<file path="src/rtl/nibble_serial_adder_pkg.sv">
// Shared definitions for the nibble-serial adder: FSM state encoding and
// the slice width used by the datapath.
package nibble_serial_adder_pkg;

  // Slice width: one nibble is added per RUN cycle.
  localparam int NIBBLE = 4;

  typedef enum logic [1:0] {
    IDLE = 2'd0,
    RUN  = 2'd1,
    DONE = 2'd2
  } state_e;

endpackage : nibble_serial_adder_pkg

</file>
<file path="src/rtl/carry_skip_adder_4bit.sv">
// 4-bit carry-skip adder slice. It ripples the carry through the slice.
// When every bit propagates, the carry input bypasses the ripple chain.
module carry_skip_adder_4bit
  import nibble_serial_adder_pkg::*;
(
  input  logic [NIBBLE-1:0] a_i,
  input  logic [NIBBLE-1:0] b_i,
  input  logic              c_i,
  output logic [NIBBLE-1:0] s_o,
  output logic              c_o
);

  logic [NIBBLE-1:0] p;
  logic [NIBBLE-1:0] g;
  logic              c1;
  logic              c2;
  logic              c3;
  logic              c4;

  assign p  = a_i ^ b_i;
  assign g  = a_i & b_i;

  // Ripple chain, one named carry per bit position.
  assign c1 = g[0] | (p[0] & c_i);
  assign c2 = g[1] | (p[1] & c1);
  assign c3 = g[2] | (p[2] & c2);
  assign c4 = g[3] | (p[3] & c3);

  assign s_o = p ^ {c3, c2, c1, c_i};

  // Skip path: a fully propagating slice passes the carry input straight out.
  assign c_o = (&p) ? c_i : c4;

endmodule : carry_skip_adder_4bit

</file>
<file path="src/rtl/nibble_serial_adder.sv">
// Nibble-serial adder. It accepts two WIDTH-bit operands and a carry-in.
// It adds one nibble per cycle through a single 4-bit slice.
// It then holds the result until the downstream handshake completes.
// WIDTH must be a multiple of 4 and at least 8.
// Optional feature: define NIBBLE_SERIAL_ADDER_OVERFLOW_EN to add a registered
// signed-overflow output.
module nibble_serial_adder
  import nibble_serial_adder_pkg::*;
#(
  parameter int WIDTH = 16
) (
  input  logic             clk,
  input  logic             reset,
  input  logic             in_valid,
  output logic             in_ready,
  input  logic [WIDTH-1:0] left,
  input  logic [WIDTH-1:0] right,
  input  logic             carry_in,
  output logic             out_valid,
  input  logic             out_ready,
  output logic [WIDTH-1:0] sum,
  output logic             carry_out,
  output logic             busy
`ifdef NIBBLE_SERIAL_ADDER_OVERFLOW_EN
  ,
  output logic             overflow
`endif
);

  localparam int NUM_NIBBLES = WIDTH / NIBBLE;
  localparam int CNT_W       = $clog2(NUM_NIBBLES);
  localparam logic [CNT_W-1:0] LAST_NIBBLE = CNT_W'(NUM_NIBBLES - 1);

  state_e            state_q, state_d;
  logic [CNT_W-1:0]  cnt_q, cnt_d;
  logic              carry_q, carry_d;
  logic [WIDTH-1:0]  sum_q, sum_d;
  logic              cout_q, cout_d;
  logic [WIDTH-1:0]  left_q;
  logic [WIDTH-1:0]  right_q;
`ifdef NIBBLE_SERIAL_ADDER_OVERFLOW_EN
  logic              ovf_q, ovf_d;
`endif

  logic              accept;
  logic [NIBBLE-1:0] slice_a;
  logic [NIBBLE-1:0] slice_b;
  logic [NIBBLE-1:0] slice_sum;
  logic              slice_cout;

  // The captured operands feed the slice one nibble at a time.
  assign slice_a = left_q[cnt_q*NIBBLE +: NIBBLE];
  assign slice_b = right_q[cnt_q*NIBBLE +: NIBBLE];

  carry_skip_adder_4bit u_slice (
    .a_i (slice_a),
    .b_i (slice_b),
    .c_i (carry_q),
    .s_o (slice_sum),
    .c_o (slice_cout)
  );

  // Next-state, datapath-update and handshake logic for the three-state FSM.
  always_comb begin
    // NOTE: every variable gets a default before the case so no path leaves
    // one unassigned, which would otherwise infer a latch.
    state_d   = state_q;
    cnt_d     = cnt_q;
    carry_d   = carry_q;
    sum_d     = sum_q;
    cout_d    = cout_q;
`ifdef NIBBLE_SERIAL_ADDER_OVERFLOW_EN
    ovf_d     = ovf_q;
`endif
    in_ready  = (state_q == IDLE);
    out_valid = (state_q == DONE);
    busy      = (state_q != IDLE);
    accept    = (state_q == IDLE) && in_valid;

    case (state_q)
      IDLE: begin
        if (in_valid) begin
          state_d = RUN;
          cnt_d   = '0;
          carry_d = carry_in;
          sum_d   = '0;
          cout_d  = 1'b0;
`ifdef NIBBLE_SERIAL_ADDER_OVERFLOW_EN
          ovf_d   = 1'b0;
`endif
        end
      end
      RUN: begin
        sum_d[cnt_q*NIBBLE +: NIBBLE] = slice_sum;
        carry_d = slice_cout;
        cnt_d   = cnt_q + CNT_W'(1);
        if (cnt_q == LAST_NIBBLE) begin
          state_d = DONE;
          cout_d  = slice_cout;
`ifdef NIBBLE_SERIAL_ADDER_OVERFLOW_EN
          // The top nibble of the slice sum holds the result MSB.
          ovf_d   = (left_q[WIDTH-1] == right_q[WIDTH-1]) &&
                    (slice_sum[NIBBLE-1] != left_q[WIDTH-1]);
`endif
        end
      end
      DONE: begin
        if (out_ready) begin
          state_d = IDLE;
        end
      end
      default: state_d = IDLE;
    endcase
  end

  // State and result registers, cleared by the synchronous reset.
  always_ff @(posedge clk) begin
    // NOTE: sequential state uses non-blocking assignments only.
    // All registers then update together at the edge, with no order dependence.
    if (reset) begin
      state_q <= IDLE;
      cnt_q   <= '0;
      carry_q <= 1'b0;
      sum_q   <= '0;
      cout_q  <= 1'b0;
`ifdef NIBBLE_SERIAL_ADDER_OVERFLOW_EN
      ovf_q   <= 1'b0;
`endif
    end else begin
      state_q <= state_d;
      cnt_q   <= cnt_d;
      carry_q <= carry_d;
      sum_q   <= sum_d;
      cout_q  <= cout_d;
`ifdef NIBBLE_SERIAL_ADDER_OVERFLOW_EN
      ovf_q   <= ovf_d;
`endif
    end
  end

  // Operand capture on accept. Inputs are ignored at all other times.
  always_ff @(posedge clk) begin
    // NOTE: the operand registers have no reset. They are only read in RUN,
    // and an accept always loads them before RUN is entered.
    if (accept && !reset) begin
      left_q  <= left;
      right_q <= right;
    end
  end

  assign sum       = sum_q;
  assign carry_out = cout_q;
`ifdef NIBBLE_SERIAL_ADDER_OVERFLOW_EN
  assign overflow  = ovf_q;
`endif

endmodule : nibble_serial_adder

</file>
<file path="config.mk">
export PLATFORM = sky130hd
export DESIGN_NAME = nibble_serial_adder
export DESIGN_NICKNAME = d
export VERILOG_FILES = /design/src/rtl/nibble_serial_adder_pkg.sv /design/src/rtl/carry_skip_adder_4bit.sv /design/src/rtl/nibble_serial_adder.sv
export SDC_FILE = /design/constraint.sdc
export NUM_CORES = 1
export LEC_CHECK = 0
export CORE_UTILIZATION = 53
export CTS_CLUSTER_DIAMETER = 100
export DETAILED_ROUTE_END_ITERATION = 10
export PLACE_DENSITY = 0.85
export SYNTH_ARGS = -nofsm -noshare
export SYNTH_HDL_FRONTEND = slang
export SYNTH_SLANG_ARGS = --single-unit
</file>
<file path="constraint.sdc">
create_clock -name clk -period 5.1 [get_ports clk]
set_clock_uncertainty 0.2 [all_clocks]
set_input_delay 1.02 -clock clk [delete_from_list [all_inputs] [get_ports clk]]
set_output_delay 1.02 -clock clk [all_outputs]
set_load 0.005 [all_outputs]
</file>
==> impl_metrics.toml <==
[synth]
synthArstFlopShare_pct = 0
yosysUniqueCellTypes = 36
syn_area_mm2 = 0.00236
syn-num-nets = 214
netlist_instances = 165
ys_ff_latch = 54
yosysTopAreaCell = "edfxtp_1"
synth_most_common_cell = "edfxtp_1"
synth_edf_count = 32
netlist_top_cells_area = "edfxtp_1 41%, dfxtp_1 19%, mux4_2 7.6%, ha_1 4.2%, fa_1 3.4%"
synth_top_area_share_pct = 40.7
ys_warn_count = 0
ys.flop_type = "edfxtp_1"
synth_common_cells = "32 x edfxtp_1, 22 x dfxtp_1, 14 x inv_1"
seq_area_frac_synth_pct = 59.4
avgSynthCellArea_um2 = 14.3

[grt]
antenna_found_initial = 0
grt_pass1_wl_um = 6920
grt_use_total_pct = 20.9
grt-ovfl-total = 0
grt_start_max_net_pins = 33
grt_pass1_vias = 1478

[sta]
setup_viol = 0
fin_tns_setup_ps = 0
max_freq_ghz = 0.278
rsz0062_at_grt = "no"
slew_headroom_pct = 46.7
fin_crit_sh_pct = 70.5
whs_ps = 278
period_minus_slack_ps = 3590
drv_slew = 0
hold_viol_final = 0
worst_pin_slew_ps = 798
setup_slack_ps = 1510

[pwr]
ir_drop_mv = 0.207
finalPower_uw = 850
p_leak_nw = 1.07
p_per_area_mw_per_mm2 = 281

[clock_tree]
cts_tree = "built"
clock-sinks = 54
cts_setup_buffers = 0
clock_latency_ps = 300
htreeDepth = 2
cts_buffer_depth = 2
cts_resized = 0
cts_root_buffer = "clkbuf_8"
clkTransAtPathRegs_ps = 90
ctsHoldBuffers = 0
numCtsBuffers = 5

[detailed_routing]
drc = 0
vias = 1547
postRouteAntennaNets = 0
drt_iter0_markers = 116
dr.pass1.iters = 4
drt-total-wl_um = 4460
viasPerCell = 5.69
routedWlPerCell_um = 16.4

[finish]
syn_to_final_growth_pct = 28.0
fin_area_mm2 = 0.00302
drive_above_1_share_pct = 11.3
antenna_cells = 0
nNetsFinal = 270

[die]
num_rows = 23
start_util_pct = 57.0
core_area_mm2 = 0.00414
io_pins = 57
die_h_um = 68.7
dieArea_mm2 = 0.00473
die_w_um = 68.7

[setup_path]
ff2ff_setup_slack_ps = 1510
cp.required_ps = 5090
end_kind = "register"
crit_arrival_ps = 3580
crit_path_max_fanout = 16
start_kind = "register"
crit_type = "register to register"

[status]
status = "finished, final reports clean"

[worst_hold_path]
hold_path_class = "register to register"

[place]
gp_congestion = 0.803
pre_cts_ws_ps = 1540
detailed_place_hpwl_um = 3270
port_buffers = 56
place_area_mm2 = 0.00294

[job]
maxCapViolations = 0
final timing paths:
| kind | startpoint | end | cells past startpoint |
|---|---|---|---|
| max reg2reg | cnt_q[0] | carry_q | 10 |
| min | sum[9] | sum[9] | 1 |
| min reg2reg | sum[9] | sum[9] | 1 |
| max | cnt_q[0] | carry_q | 10 |
metrics by stage:
step	cells	utilization (%)
after floorplan	165	-
after CTS	272	72.9
final	272	72.9
after global routing	272	72.9
after global placement	264	70.9
after detailed placement	264	70.9
where the power goes:
| group | switching [mW] | internal, mW |
|---|---|---|
| clock | 0.130 | 0.0950 |
| sequential | 0.0134 | 0.478 |
| combinational | 0.0593 | 0.0740 |
flip-flops by register name (all words and copies together), names as in the netlist:
name,cells
left_q,16
right_q,16
sum,16
cnt_q,2
state_q,2
carry_out,1
carry_q,1
metal layers:
layer / vias up / GRT usage (%) / share of wire [%]
met4: 0 / 11.5 / 3.2
met1: 754 / 24.7 / 40
li1: 727 / - / -
met2: 52 / 35.8 / 53
met5: - / 0 / 0
met3: 14 / 4.11 / 4.6
worst max-delay path, stage by stage (launching register included):
cell and delay [ps]:
dfxtp_1 850, mux4_2 630, fa_1 400, inv_1 70, fa_1 180, fa_1 170
inv_1 60, fa_1 350, nand3b_1 90, mux2i_1 120, o311a_1 360
placed cells by master (no fill, tap or decap):
cell type,instances
clkinvlp_2,1
nor3b_4,1
nor3_1,2
a22o_1,4
nor2b_1,1
dfxtp_1,22
a22oi_1,2
and3b_1,1
clkbuf_8,5
o2bb2ai_1,4
mux4_2,8
edfxtp_1,32
nand3_1,4
nor2b_2,1
and4_1,2
a21oi_2,2
and3_1,1
nor2_1,4
ha_1,8
nand3b_1,6
o21ai_0,8
fa_1,4
clkinv_2,1
buf_4,1
nand4_1,3
inv_1,14
mux2i_1,4
clkbuf_1,1
and2b_2,1
o311a_1,2
o21bai_1,2
clkdlybuf4s50_1,56
nand2b_1,1
mux2_2,2
or2_2,1
nor3b_2,1
a21oi_1,9
cells by family after synthesis:
family / share of synthesized area (%)
flip-flops: 59.4
buffers and inverters: 4.45
AO/OA/AOI/OAI: 9.43
AND/OR/NAND/NOR: 8.85
multiplexers: 10.3
adder cells (fa/ha/maj): 7.63
final cells by class:
cell class	instances	area (µm²)
Clock buffer	6	72.6
Multi-Input combinational cell	89	855
Tap cell	50	62.6
Clock inverter	2	10.0
Inverter	14	52.6
Sequential cell	54	1400
Fill cell	279	1120
Timing Repair Buffer	57	568
(Power assumes the default switching activity.)
